<file path="src/rtl/wb_port_sched.sv">
// Register-file write-port scheduler: WB stage has priority over a one-deep long-latency result buffer.
// Define WB_PERF_EN to build the blocked-cycle performance counter behind conflict_cnt.
module wb_port_sched #(
    parameter int STARVE_MAX = 4
) (
    input  logic        clk,
    input  logic        reset_n,
    input  logic        wb_valid,
    input  logic [31:0] Instr_WB,
    input  logic [1:0]  wb_wasel,
    input  logic [31:0] wb_data,
    input  logic        lr_valid,
    input  logic [4:0]  lr_wa,
    input  logic [31:0] lr_data,
    output logic        lr_ready,
    output logic        stall_req,
    output logic        rf_we,
    output logic [4:0]  rf_wa,
    output logic [31:0] rf_wd,
    output logic [15:0] conflict_cnt
);

    localparam logic [1:0] S_IDLE  = 2'd0;
    localparam logic [1:0] S_WAIT  = 2'd1;
    localparam logic [1:0] S_FORCE = 2'd2;
    localparam logic [3:0] CNT_LAST = 4'(STARVE_MAX - 1);

    function automatic logic [3:0] sat_inc4(input logic [3:0] v);
        return (v == 4'hF) ? v : v + 4'd1;
    endfunction

    logic [1:0]  state, state_nxt;
    logic [3:0]  cnt, cnt_nxt;
    logic        buf_full, buf_full_nxt;
    logic [4:0]  buf_wa;
    logic [31:0] buf_data;

    logic [4:0]  wb_wa;
    logic        wb_we;
    logic        lr_acc;
    logic        buf_grant;
    logic        stale_drop;

    logic        sel_we_p0;
    logic [4:0]  sel_wa_p0;
    logic [31:0] sel_wd_p0;

    // Only the rd/rt fields of the WB instruction matter here.
    logic unused_instr_bits;
    assign unused_instr_bits = ^{Instr_WB[31:21], Instr_WB[10:0]};

    always_comb begin
        case (wb_wasel)
            2'b00:   wb_wa = Instr_WB[15:11];
            2'b01:   wb_wa = Instr_WB[20:16];
            2'b10:   wb_wa = 5'd31;
            default: wb_wa = 5'd0;
        endcase
    end

    assign wb_we      = wb_valid && (wb_wasel != 2'b11) && (wb_wa != 5'd0);
    assign lr_acc     = lr_valid && !buf_full && (lr_wa != 5'd0);
    assign buf_grant  = buf_full && !wb_we;
    // A younger WB write to the same register makes the buffered result dead.
    assign stale_drop = buf_full && wb_we && (wb_wa == buf_wa);

    always_comb begin
        state_nxt    = state;
        cnt_nxt      = cnt;
        buf_full_nxt = buf_full;
        case (state)
            S_IDLE: begin
                if (lr_acc) begin
                    state_nxt    = S_WAIT;
                    cnt_nxt      = 4'd0;
                    buf_full_nxt = 1'b1;
                end
            end
            S_WAIT: begin
                if (buf_grant || stale_drop) begin
                    state_nxt    = S_IDLE;
                    buf_full_nxt = 1'b0;
                end else begin
                    cnt_nxt = sat_inc4(cnt);
                    if (cnt == CNT_LAST) state_nxt = S_FORCE;
                end
            end
            S_FORCE: begin
                if (buf_grant || stale_drop) begin
                    state_nxt    = S_IDLE;
                    buf_full_nxt = 1'b0;
                end
            end
            default: begin
                state_nxt    = S_IDLE;
                buf_full_nxt = 1'b0;
            end
        endcase
    end

    always_ff @(posedge clk or negedge reset_n) begin
        if (!reset_n) begin
            state    <= S_IDLE;
            cnt      <= 4'd0;
            buf_full <= 1'b0;
        end else begin
            state    <= state_nxt;
            cnt      <= cnt_nxt;
            buf_full <= buf_full_nxt;
        end
    end

    always_ff @(posedge clk) begin
        if (lr_acc) begin
            buf_wa   <= lr_wa;
            buf_data <= lr_data;
        end
    end

    assign lr_ready  = ~buf_full;
    assign stall_req = (state == S_FORCE);

    // Port arbitration -> registered write port
    assign sel_we_p0 = wb_we || buf_grant;
    assign sel_wa_p0 = wb_we ? wb_wa   : buf_wa;
    assign sel_wd_p0 = wb_we ? wb_data : buf_data;

    always_ff @(posedge clk or negedge reset_n) begin
        if (!reset_n) begin
            rf_we <= 1'b0;
            rf_wa <= 5'd0;
            rf_wd <= 32'd0;
        end else begin
            rf_we <= sel_we_p0;
            if (sel_we_p0) begin
                rf_wa <= sel_wa_p0;
                rf_wd <= sel_wd_p0;
            end
        end
    end

`ifdef WB_PERF_EN
    function automatic logic [15:0] sat_inc16(input logic [15:0] v);
        return (v == 16'hFFFF) ? v : v + 16'd1;
    endfunction

    logic [15:0] perf_cnt;

    always_ff @(posedge clk or negedge reset_n) begin
        if (!reset_n) begin
            perf_cnt <= 16'd0;
        end else if (buf_full && wb_we) begin
            perf_cnt <= sat_inc16(perf_cnt);
        end
    end

    assign conflict_cnt = perf_cnt;
`else
    assign conflict_cnt = 16'd0;
`endif

endmodule

</file>
<file path="config.mk">
export PLATFORM = sky130hd
export DESIGN_NAME = wb_port_sched
export DESIGN_NICKNAME = d
export VERILOG_FILES = /design/src/rtl/wb_port_sched.sv
export SDC_FILE = /design/constraint.sdc
export NUM_CORES = 1
export LEC_CHECK = 0
export CORE_MARGIN = 1
export CORE_UTILIZATION = 46
export DETAILED_ROUTE_END_ITERATION = 10
export PLACE_DENSITY = 0.83
export SYNTH_ARGS = -nofsm -noshare
export SYNTH_HDL_FRONTEND = slang
export SYNTH_SLANG_ARGS = --single-unit
</file>
<file path="constraint.sdc">
create_clock -name clk -period 3.4 [get_ports clk]
set_clock_uncertainty 0.05 [all_clocks]
set_input_delay 0.34 -clock clk [delete_from_list [all_inputs] [get_ports clk]]
set_output_delay 0.34 -clock clk [all_outputs]
set_load 0.01 [all_outputs]
</file>
# Word level (Yosys, flattened, before mapping)
# Cells that the tools add are included.
# W data, S select, Z words.
[classes]
n_reduce_logical = 20
addsub = 1
bitwise_logic = 1
eq_ne = 14
n_mux = 15
[op_table]
columns = ["operator", "count"]
rows = [
  ["$mux W32", 1],
  ["$pmux W5 S3", 1],
  ["$mux W4", 3],
  ["$reduce_bool A5 Y1", 2],
  ["$mux W2", 4],
  ["$ne A2 B2 Y1 const B", 4],
  ["$pmux W4 S2", 1],
  ["$logic_and A1 B1 Y1", 7],
  ["$pmux W2 S3", 1],
  ["$eq A5 B5 Y1", 1],
  ["$mux W5", 1],
  ["$add A4 B1 Y4 const B", 1],
  ["$eq A2 B1 Y1 const B", 2],
  ["$eq A2 B2 Y1 const B", 2],
  ["$eq A4 B2 Y1 const B", 1],
  ["$eq A4 B4 Y1 const B", 1],
  ["$logic_not A2 Y1", 2],
  ["$ne A2 B1 Y1 const B", 2],
  ["$reduce_and A4 Y1", 1],
  ["$ne A3 B3 Y1 const B", 1],
  ["$reduce_and A3 Y1", 1],
  ["$logic_not A1 Y1", 2],
  ["$logic_or A1 B1 Y1", 2],
  ["$mux W1", 2],
  ["other kinds (5)", 5],
]
[totals]
output_inout_bits = 56
ff_bits = 82
inputBits = 107
wordCells = 59

# Longest topological paths before layout
# Gate-level depths: netlist (run 1).
[depth]
ltp_word = 9
mapped_depth = 9
ltp_nobuf = 8

# Worst setup path after synthesis (run 1)
# Ideal clock, no wire load.
[synth_path]
path_type = "input-to-reg"
from = "in wb_wasel[0]"
to = "reg cnt[0]"
arrival_ns = 1.962
setup_slack_ns = 1.260
cell_stages = 8
setup_time_ns = 0.127
path_buffers = 1
required_time_ns = 3.223
cell_sequence = "buf_2 -> nor3_1 -> a21oi_1 -> or4_4 -> o211ai_2 -> o21ai_2 -> nand2_2 -> mux2_1"
[synth_between]
elab_chain_len = 9
elab_cells_between_ends = 16
[synth_lines]
columns = ["item", "line_no", "source"]
rows = [
  ["start, declared", "10", "input logic [1:0] wb_wasel,"],
  ["$eq A2 B2 Y1, or another cell as far along", "53", "case (wb_wasel)"],
  ["$pmux W5 S3", "53", ""],
  ["$reduce_bool A5 Y1", "61", "assign wb_we = wb_valid && (wb_wasel != 2'b11) && (wb_wa != 5'd0);"],
  ["$logic_and A1 B1 Y1", "61", ""],
  ["$logic_not A1 Y1 / $logic_and A1 B1 Y1 (equally long branches)", "63, 65", ""],
  ["$logic_and A1 B1 Y1, on equally long branches", "63, 65", ""],
  ["$logic_or A1 B1 Y1 (*)", "80", "if (buf_grant || stale_drop) begin"],
  ["$ne A2 B2 Y1 (no line) (*)", "--", ""],
  ["$reduce_and A4 Y1 (no line) (*)", "--", ""],
  ["end signal, assigned", "108", "cnt <= cnt_nxt;"],
  ["end, declared", "33", "logic [3:0] cnt, cnt_nxt;"],
]
# Every way passes the cells marked *; elsewhere a longest branch is shown, timed or not.
# A chain may end at the register's enable or synchronous reset.

# Worst setup path in the final report (run 1)
[layout_path]
from = "in wb_wasel[1]"
to = "reg cnt[0]"
# Same word-level chain as after synthesis.

==> Implementation_results.wiki, run 1 <==
{| class="wikitable"
! Metric !! Value
|-
| Highest clock frequency the design can meet || 394 MHz
|-
| Avg Inst Size Synth || 12.5 sq um
|-
| CTS tree || done
|-
| Clock root cell || clkbuf_8
|-
| Pwr/cell area || 610 nW/um^2
|-
| Outcome || finished clean
|-
| CP Depth || 8
|-
| Unrepaired setup endpoints after global routing || false
|-
| I/O pin cnt || 163
|-
| Worst setup path startpoint || wb_wasel[1]
|-
| Sum of met2 wire segment lengths after detailed routing || 4.15 mm
|-
| Layout overhead on the synthesized area || 38.6%
|-
| Number of flops mapped to enable cells by yosys || 37
|-
| Number of fill cells || 575
|-
| Final HPWL from detailed placement || 5.80 mm
|-
| Maximum resistive drop on vdd || 377 uV
|-
| Post-synthesis sequential area ratio || 0.596
|-
| DRC violations left || 0
|-
| Type of the tightest min-delay check || in -> async
|-
| Number of detailed-routing iterations run before antenna repair || 4
|-
| Proportion of layout cells with a drive suffix above 1 || 0.118
|-
| Die H || 92.3 um
|-
| Clk pin slew, worst setup/hold paths || 80 ps
|-
| Number of setup buffers added after CTS || 0
|-
| GRT Overall Usage || 0.203
|-
| RD Place Congestion || 0.827
|-
| CTS buffer count || 9
|-
| Cells along the critical path || clkdlybuf4s50_1 > nand3b_1 > o21ai_1 > or4_4 > o211ai_2 > o21ai_2 > nand2_2 > mux2_1
|-
| Critical-path top delay cell || clkdlybuf4s50_1
|-
| Classification of the worst setup path || in -> reg
|-
| Startpoint type of the worst setup path || primary input
|-
| Setup TNS after final layout || 0 ps
|-
| Leakage || 2.06 nW
|-
| Worst reg2reg startpoint || buf_wa[0]
|-
| Clock latency reported for the late side of the worst-skew pair || 350 ps
|-
| Normalized max-slew margin || 0.536
|-
| Count of endpoints failing setup in the final report || 0
|-
| Layout net count || 537
|-
| Share of the clock period used by the worst path || 0.747
|-
| Effective utilization at floorplan || 0.480
|-
| Antenna violations before repair || 0
|-
| Worst setup slack after layout || 861 ps
|-
| Maximum number of pins on one net before global-route repair || 47
|-
| Final-layout worst hold slack || 395 ps
|-
| Total of flip-flops plus latches after synthesis || 82
|-
| Crit path buffers/inverters || 1
|-
| Count leader, synth || dfrtp_1
|-
| Total of warnings raised by yosys || 0
|-
| Max incr delay on CP || 680 ps
|-
| Buffers added on ports || 124
|-
| Clock sink count || 82
|-
| Register-to-Register Path Depth || 5
|-
| Die Width || 92.3 um
|-
| Count of pins over their slew limit || 0
|-
| Average via count per standard cell || 5.02
|-
| Dominant cells by area after synthesis || dfrtp_1 30%, edfxtp_1 30%, mux2i_1 11%
|-
| Crit-path max FO || 11
|-
| CTS H-Tree Depth || 3
|-
| Worst EP required || 3590 ps
|-
| Unique cell type count in the Yosys netlist || 47
|-
| Core outline area || 7810 sq um
|-
| Most instantiated cells after synthesis || 45 x dfrtp_1, 44 x nand2_1, 40 x mux2i_1
|-
| Final antenna-violating net count || 0
|-
| Vias in the first global route || 2711
|-
| Minimum setup slack after placement || 504 ps
|-
| Tightest Pin Transition || 695 ps
|-
| Total of max-cap violations || 0
|-
| Final worst path period need || 2540 ps
|-
| Async set-or-reset flop fraction in the synthesized netlist || 0.549
|-
| M1 wire length || 3.28 mm
|-
| Synth Instances || 300
|-
| Via count || 2677
|-
| Placed cell area || 5000 sq um
|-
| Kind of end point of the critical path || flip-flop
|-
| Final global-route overflow total || 0
|-
| Number of antenna cells inserted || 0
|-
| Floorplan row count || 32
|-
| Total non-filler cell area in the finished layout || 5200 sq um
|-
| Endpoints failing hold || 0
|-
| Share of Yosys cell area claimed by the top area cell type || 0.300
|-
| Uppermost routed layer || met4
|-
| Count of routing violations after the opening detailed-route iteration || 140
|-
| Detailed-routed wire length on met3 || 536 um
|-
| Synthesized area || 3750 sq um
|-
| Clk buf depth || 2
|-
| Delay-heaviest family, CP || simple AND/OR/NAND/NOR gates
|-
| Cell type with the largest total area after synthesis || dfrtp_1
|-
| Top FF cell, synth || dfrtp_1
|-
| Final WL || 8.16 mm
|-
| Total design power || 3.17 mW
|-
| Die area || 8520 sq um
|-
| Crit path arrival time || 2720 ps
|-
| First-pass GRT wire length || 13.1 mm
|-
| Routed length per instance || 15.3 um
|}
[area by class of cell]
type                            count  area [sq um]  share of cell area
Sequential cell                    82          2240               0.431
Multi-Input combinational cell    195          1310               0.253
Inverter                            7          26.3             0.00506
Timing Repair Buffer              131          1300               0.251
Clock buffer                       12           135              0.0260
Clock inverter                      4          52.6              0.0101
Tap cell                          102           128              0.0246
[path summary, 6_finish.rpt]
check,endpoint,slack [ps]
setup / recovery,cnt[0],860
hold / removal,rf_wa[2],390
setup reg to reg,cnt[0],1510
hold reg to reg,rf_wd[21],480
max in group asynchronous,buf_full,2130
min in group clk,rf_wd[31],470
[cells in the final DEF, fill, tap and decap left out, drive strengths merged, types with 2 or more instances in the layout]
cell type / Yosys / routed
clkinvlp: 0 / 3
o211ai: 2 / 2
nor3: 3 / 3
ha: 4 / 4
edfxtp: 37 / 37
conb: 1 / 16
o21ai: 42 / 42
a21oi: 6 / 6
nor2: 5 / 5
mux2i: 40 / 40
nand2b: 3 / 3
or4: 2 / 2
clkdlybuf4s50: 0 / 123
dfrtp: 45 / 45
xor2: 3 / 3
nand3: 2 / 2
nand3b: 2 / 2
clkbuf: 5 / 12
or2: 2 / 2
nand2: 45 / 45
buf: 26 / 7
inv: 7 / 7
[worst reg2reg max path, stage by stage, from the launching register on]
cell,delay [ps]
edfxtp_1,440
xor2_1,190
nor4_1,450
o21ai_2,180
nand2_2,140
mux2_1,320
[where the power goes]
part / total, mW / switching, mW / internal [mW]
Combinational: 1.12 / 0.528 / 0.588
Clock: 0.679 / 0.339 / 0.340
Sequential: 1.37 / 0.107 / 1.27
Total: 3.17 / 0.974 / 2.20
[cells by family after synthesis]
logic type,count (synthesis),share of synthesized area
fa+ha+maj,4,0.0133
mux,41,0.110
xor+xnor,3,0.00701
flops,82,0.596
buf+inv,38,0.0704
other cells,1,0.00100
simple gates,72,0.0894
compound gates,59,0.113
[layer usage]
layer	global-route usage	vias to the layer above
li1	-	1289
met1	0.240	1262
met2	0.342	110
met3	0.0681	16
met4	0.0781	0
met5	0	-
[sequential cells by signal, summed over array words and instances (netlist names)]
name / cells
buf_data: 32
rf_wd: 32
buf_wa: 5
rf_wa: 5
cnt: 4
state: 2
buf_full: 1
rf_we: 1
[what timing repair did]
action | in CTS | in global routing
resized for setup | 0 | 0
endpoints found under the hold margin | 16 | 0
hold buffers | 1 | 0
[through the flow]
step / utilization / instances
global placement: 0.640 / 516
floorplan: - / 315
detailed placement: 0.640 / 516
CTS: 0.666 / 533
finish: 0.666 / 533
global route: 0.666 / 533
(Power assumes the default switching activity.)
==> inputs of run 2 (changes only) <==
- CORE_UTILIZATION: 46 -> 38
- PLACE_DENSITY: 0.83 -> 0.73
- clock period: 3.4 -> 2.2 ns (I/O delays scaled with it)
==> Implementation_results.wiki, run 2 (synthesized netlist as in run 1, its figures left out) <==
{| class="wikitable"
! Metric !! Value
|-
| Register-to-Register Path Depth || 8 (was 5)
|-
| Final HPWL from detailed placement || 6.04 mm (was 5.80 mm)
|-
| Floorplan row count || 35 (was 32)
|-
| Core outline area || 9420 sq um (was 7810 sq um)
|-
| Average via count per standard cell || 4.76 (was 5.02)
|-
| Die Width || 101 um (was 92.3 um)
|-
| Die area || 10300 sq um (was 8520 sq um)
|-
| Total design power || 5.14 mW (was 3.17 mW)
|-
| Antenna violations before repair || 0 (unchanged)
|-
| Count of pins over their slew limit || 0 (unchanged)
|-
| Via count || 2731 (was 2677)
|-
| Clock sink count || 82 (unchanged)
|-
| Final global-route overflow total || 0 (unchanged)
|-
| Post-Layout Cell Count || 574 (was 533)
|-
| Leakage || 2.16 nW (was 2.06 nW)
|-
| Worst EP required || 2370 ps (was 3590 ps)
|-
| Final antenna-violating net count || 0 (unchanged)
|-
| Total of max-cap violations || 0 (unchanged)
|-
| Layout net count || 551 (was 537)
|-
| Normalized max-slew margin || 0.547 (was 0.536)
|-
| Classification of the worst setup path || in -> reg (unchanged)
|-
| Layout overhead on the synthesized area || 43.7% (was 38.6%)
|-
| Number of detailed-routing iterations run before antenna repair || 4 (unchanged)
|-
| Number of setup buffers added after CTS || 0 (unchanged)
|-
| Kind of end point of the critical path || flip-flop (unchanged)
|-
| Registers with the most flip-flops || buf_data x32, rf_wd x32 (unchanged)
|-
| Crit-path max FO || 11 (unchanged)
|-
| Pwr/cell area || 954 nW/um^2 (was 610 nW/um^2)
|-
| CTS tree || done (unchanged)
|-
| Final worst path period need || 2080 ps
|-
| CTS buffer count || 9 (unchanged)
|-
| Highest clock frequency the design can meet || 482 MHz
|-
| RD Place Congestion || 0.792 (was 0.827)
|-
| Routed length per instance || 14.6 um (was 15.3 um)
|-
| Startpoint type of the worst setup path || primary input (unchanged)
|-
| CTS H-Tree Depth || 3 (unchanged)
|-
| Proportion of layout cells with a drive suffix above 1 || 0.153 (was 0.118)
|-
| Clk buf depth || 2 (unchanged)
|-
| GRT Overall Usage || 0.173 (was 0.203)
|-
| Outcome || finished clean (unchanged)
|-
| Clock root cell || clkbuf_8 (unchanged)
|-
| Final WL || 8.41 mm (was 8.16 mm)
|-
| Maximum number of pins on one net before global-route repair || 39 (was 47)
|-
| Type of the tightest min-delay check || in -> async (unchanged)
|-
| Most frequent standard cell in the layout excluding fill and tap cells || clkdlybuf4s50_1 (unchanged)
|-
| Clock latency reported for the late side of the worst-skew pair || 350 ps (about the same)
|-
| Clk pin slew, worst setup/hold paths || 80 ps (about the same)
|-
| DRC violations left || 0 (unchanged)
|-
| Count of endpoints failing setup in the final report || 0 (unchanged)
|-
| Count of routing violations after the opening detailed-route iteration || 101 (was 140)
|-
| Unrepaired setup endpoints after global routing || false (unchanged)
|-
| First-pass GRT wire length || 13.7 mm (was 13.1 mm)
|-
| Maximum resistive drop on vdd || 424 uV (was 377 uV)
|-
| Inst Count DP || 557 (was 516)
|-
| Effective utilization at floorplan || 0.398 (was 0.480)
|-
| I/O pin cnt || 163 (unchanged)
|-
| Tightest Pin Transition || 679 ps (was 695 ps)
|-
| Number of antenna cells inserted || 0 (unchanged)
|-
| Vias in the first global route || 2866 (was 2711)
|-
| Crit path arrival time || 2250 ps (was 2720 ps)
|-
| Endpoints failing hold || 0 (unchanged)
|-
| Commonest cells after routing, fill and taps aside || 121 x clkdlybuf4s50_1, 44 x nand2_1, 44 x dfrtp_1 (was 123 x clkdlybuf4s50_1, 44 x nand2_1, 44 x dfrtp_1)
|-
| Share of the clock period used by the worst path || 0.944
|-
| Buffers added on ports || 124 (unchanged)
|-
| Die H || 101 um (was 92.3 um)
|}
[run 2: cell types whose count changed in the layout (fill, tap and decap cells not counted), sizes merged]
cell,before,now
buf,7,21
clkinv,0,3
clkinvlp,3,0
clkdlybuf4s50,123,121
dlygate4sd2,0,2
bufinv,1,2
clkbuf,12,11
[run 2: worst max-delay path: stages]
cell           delay (ps)
dlygate4sd2_1         410
nand3b_1              190
nand2_1                80
or4_4                 550
o211ai_2              200
o21ai_2               150
nand2_2               120
mux2_1                320
[run 2: repair_timing]
item,in CTS,in global routing
gates resized for setup,3,0
hold buffers,1,0
endpoints found under the hold margin,45,0
setup endpoints to repair,4,0
[run 2: stage by stage]
step | cell area (sq um) | hold WS (ps) | TNS, ps | setup slack, ps | util
CTS | 5390 | 153 | 0 | 140 | 0.573
floorplan | 3810 | -126 | 0 | 180 | -
global placement | 5150 | 1.09 | -11340 | -411 | 0.547
finish | 5390 | 166 | 0 | 123 | 0.573
detailed placement | 5150 | 1.18 | -16370 | -513 | 0.547
global route | 5390 | 174 | 0 | 38.7 | 0.573
[run 2: path summary, 6_finish.rpt]
kind	start	endpoint	slack (ps)
worst max register to register	buf_wa[4]	cnt[0]	290
worst min-delay path	reset_n	rf_wa[4]	170
worst max-delay path	wb_wasel[1]	cnt[0]	120
worst min register to register	buf_data[12]	rf_wd[12]	470
min in group clk	wb_data[21]	rf_wd[21]	360
max in group asynchronous	reset_n	buf_full	1330
[run 2: routing by layer]
metal	GRT usage	routed length [um]	up-vias
met4	0.0669	120	0
met1	0.213	3630	1302
li1	-	-	1311
met5	0	0	-
met2	0.298	4130	107
met3	0.0386	525	11
[run 2: area by class of cell]
cell class	count	area [sq um]
flip-flops and latches	82	2240
repair buffers	145	1420
multi-input cells	195	1320
clock buffers	11	141
inverters	7	26.3
fillers	798	4020
well taps	129	161
clock inverters	5	86.3
[run 2: power by group]
group | total, mW | switching, mW | internal (mW) | leakage [nW]
sequential | 2.13 | 0.169 | 1.96 | 0.908
clock | 1.23 | 0.554 | 0.679 | 0.114
combinational | 1.78 | 0.826 | 0.957 | 1.14
total | 5.14 | 1.55 | 3.59 | 2.16
==> inputs of run 3 (changes only) <==
- CORE_ASPECT_RATIO: default -> 1.4
==> Implementation_results.wiki, run 3 (synthesized netlist as in run 1, its figures left out) <==
{| class="wikitable"
! Metric !! Value
|-
| Unrepaired setup endpoints after global routing || false (unchanged)
|-
| CTS tree || done (unchanged)
|-
| Worst reg2reg startpoint || buf_wa[4] (unchanged)
|-
| Number of detailed-routing iterations run before antenna repair || 4 (unchanged)
|-
| Register-to-Register Path Depth || 8 (unchanged)
|-
| Worst EP required || 2360 ps (was 2370 ps)
|-
| Die H || 120 um (was 101 um)
|-
| Count of routing violations after the opening detailed-route iteration || 97 (was 101)
|-
| Clk pin slew, worst setup/hold paths || 60 ps (was 80 ps)
|-
| Final worst path period need || 2040 ps (was 2080 ps)
|-
| Outcome || finished clean (unchanged)
|-
| Leakage || 2.22 nW (was 2.16 nW)
|-
| Clock latency reported for the late side of the worst-skew pair || 330 ps (was 350 ps)
|-
| Final WL || 8.37 mm (was 8.41 mm)
|-
| Floorplan row count || 42 (was 35)
|-
| DRC violations left || 0 (unchanged)
|-
| Die area || 10300 sq um (about the same)
|-
| Highest clock frequency the design can meet || 489 MHz (was 482 MHz)
|-
| Vias in the first global route || 2822 (was 2866)
|-
| Classification of the worst setup path || in -> reg (unchanged)
|-
| Startpoint type of the worst setup path || primary input (unchanged)
|-
| R2r endpoint || cnt[0] (unchanged)
|-
| Pwr/cell area || 1010 nW/um^2 (was 954 nW/um^2)
|-
| Routed length per instance || 14.4 um (was 14.6 um)
|-
| Endpoints failing hold || 0 (unchanged)
|-
| Via count || 2718 (was 2731)
|-
| Total design power || 5.59 mW (was 5.14 mW)
|-
| Antenna violations before repair || 0 (unchanged)
|-
| Multi-input gate area || 1310 sq um (was 1320 sq um)
|-
| Inst Count DP || 563 (was 557)
|-
| Type of the tightest min-delay check || in -> async (unchanged)
|-
| Clock root cell || clkbuf_16 (was clkbuf_8)
|-
| Final HPWL from detailed placement || 6.01 mm (was 6.04 mm)
|-
| RD Place Congestion || 0.779 (was 0.792)
|-
| Post-Layout Cell Count || 580 (was 574)
|-
| Utilization after layout || 0.580 (was 0.573)
|-
| Clk buf depth || 2 (unchanged)
|-
| I/O pin cnt || 163 (unchanged)
|-
| Clock sink count || 82 (unchanged)
|-
| GRT Overall Usage || 0.176 (was 0.173)
|-
| Most frequent standard cell in the layout excluding fill and tap cells || clkdlybuf4s50_1 (unchanged)
|-
| Registers with the most flip-flops || buf_data x32, rf_wd x32 (unchanged)
|-
| Buffers added on ports || 124 (unchanged)
|-
| Effective utilization at floorplan || 0.394 (was 0.398)
|-
| Number of antenna cells inserted || 0 (unchanged)
|-
| Core outline area || 9510 sq um (was 9420 sq um)
|-
| Crit path arrival time || 2210 ps (was 2250 ps)
|-
| First-pass GRT wire length || 13.6 mm (was 13.7 mm)
|-
| Final global-route overflow total || 0 (unchanged)
|-
| CTS H-Tree Depth || 3 (unchanged)
|-
| Number of fill cells || 809 (was 798)
|-
| Maximum number of pins on one net before global-route repair || 39 (unchanged)
|-
| Average via count per standard cell || 4.69 (was 4.76)
|-
| Commonest cells after routing, fill and taps aside || 121 x clkdlybuf4s50_1, 44 x nand2_1, 44 x dfrtp_1 (unchanged)
|-
| Count of pins over their slew limit || 0 (unchanged)
|-
| Die Width || 86.0 um (was 101 um)
|-
| Share of the clock period used by the worst path || 0.929 (was 0.944)
|-
| Count of endpoints failing setup in the final report || 0 (unchanged)
|-
| Maximum resistive drop on vdd || 507 uV (was 424 uV)
|-
| CTS buffer count || 9 (unchanged)
|-
| Total of max-cap violations || 0 (unchanged)
|-
| Crit-path max FO || 11 (unchanged)
|-
| Kind of end point of the critical path || flip-flop (unchanged)
|-
| Proportion of layout cells with a drive suffix above 1 || 0.156 (was 0.153)
|-
| Layout overhead on the synthesized area || 47.0% (was 43.7%)
|-
| Final-layout worst hold slack || 265 ps (was 166 ps)
|-
| Layout net count || 554 (was 551)
|-
| Register-to-Register Setup Slack || 270 ps (was 290 ps)
|-
| Footprint of the flip-flops and latches || 2240 sq um (unchanged)
|-
| Final antenna-violating net count || 0 (unchanged)
|}
==> run 3: cell count changes in the layout (fill, tap and decap cells not counted) <==
| cell | delta |
|---|---|
| clkbuf_16 | +9 |
| clkbuf_8 | -8 |
| buf_4 | +3 |
| clkinv_2 | +1 |
| clkinv_4 | -1 |
| inv_6 | -1 |
| nor3_1 | +1 |
| nor3_2 | -1 |
==> run 3: layout make-up <==
type / instances / share of cell area
clock buffer: 12 / 0.0465
inverter: 7 / 0.00476
multi-input combinational: 195 / 0.238
sequential: 82 / 0.406
clock inverter: 4 / 0.0134
tap: 132 / 0.0299
timing repair buffer: 148 / 0.261
==> run 3: report_power, final <==
group | internal, mW | leakage [nW] | switching, mW | total (mW)
Combinational | 0.979 | 1.15 | 0.844 | 1.82
Clock | 1.06 | 0.163 | 0.579 | 1.63
Sequential | 1.96 | 0.908 | 0.170 | 2.13
Total | 4.00 | 2.22 | 1.59 | 5.59
==> run 3: what timing repair did <==
action | 4_1_cts | 5_1_grt
resized for setup | 2 | 0
endpoints found under the hold margin | 12 | 0
setup buffers | 0 | 0
hold buffers | 1 | 0
endpoints found under the setup margin | 3 | 0
==> run 3: worst max-delay path by stage <==
stage | start | end | slack (ps) | depth (start not counted)
CTS | Instr_WB[13] | cnt[0] | 160 | 8
global placement | wb_wasel[1] | cnt[0] | -380 | 8
global route | Instr_WB[13] | cnt[0] | 40 | 8
detailed placement | wb_wasel[1] | cnt[0] | -440 | 8
finish | wb_wasel[1] | cnt[0] | 160 | 8
floorplan | wb_wasel[0] | cnt[0] | 180 | 8
==> run 3: layer usage <==
metal | GRT usage | wire (um) | vias to the layer above
li1 | - | - | 1322
met1 | 0.214 | 3520 | 1294
met2 | 0.299 | 4340 | 92
met3 | 0.0420 | 387 | 10
met4 | 0.0656 | 114 | 0
met5 | 0 | 0 | -
==> run 3: metrics by stage <==
step | area (sq um) | setup WS (ps) | setup TNS [ps]
2_1_floorplan | 3810 | 180 | 0
3_3_place_gp | 5180 | -380 | -10630
3_5_place_dp | 5180 | -441 | -11820
4_1_cts | 5520 | 157 | 0
5_1_grt | 5520 | 41.9 | 0
6_report | 5520 | 156 | 0
==> run 3: worst max-delay path, cell delays in order <==
cell	delay, ps
dlygate4sd2_1	390
nand3b_1	180
nand2_1	80
or4_4	550
o211ai_2	200
o21ai_2	150
nand2_2	110
mux2_1	320
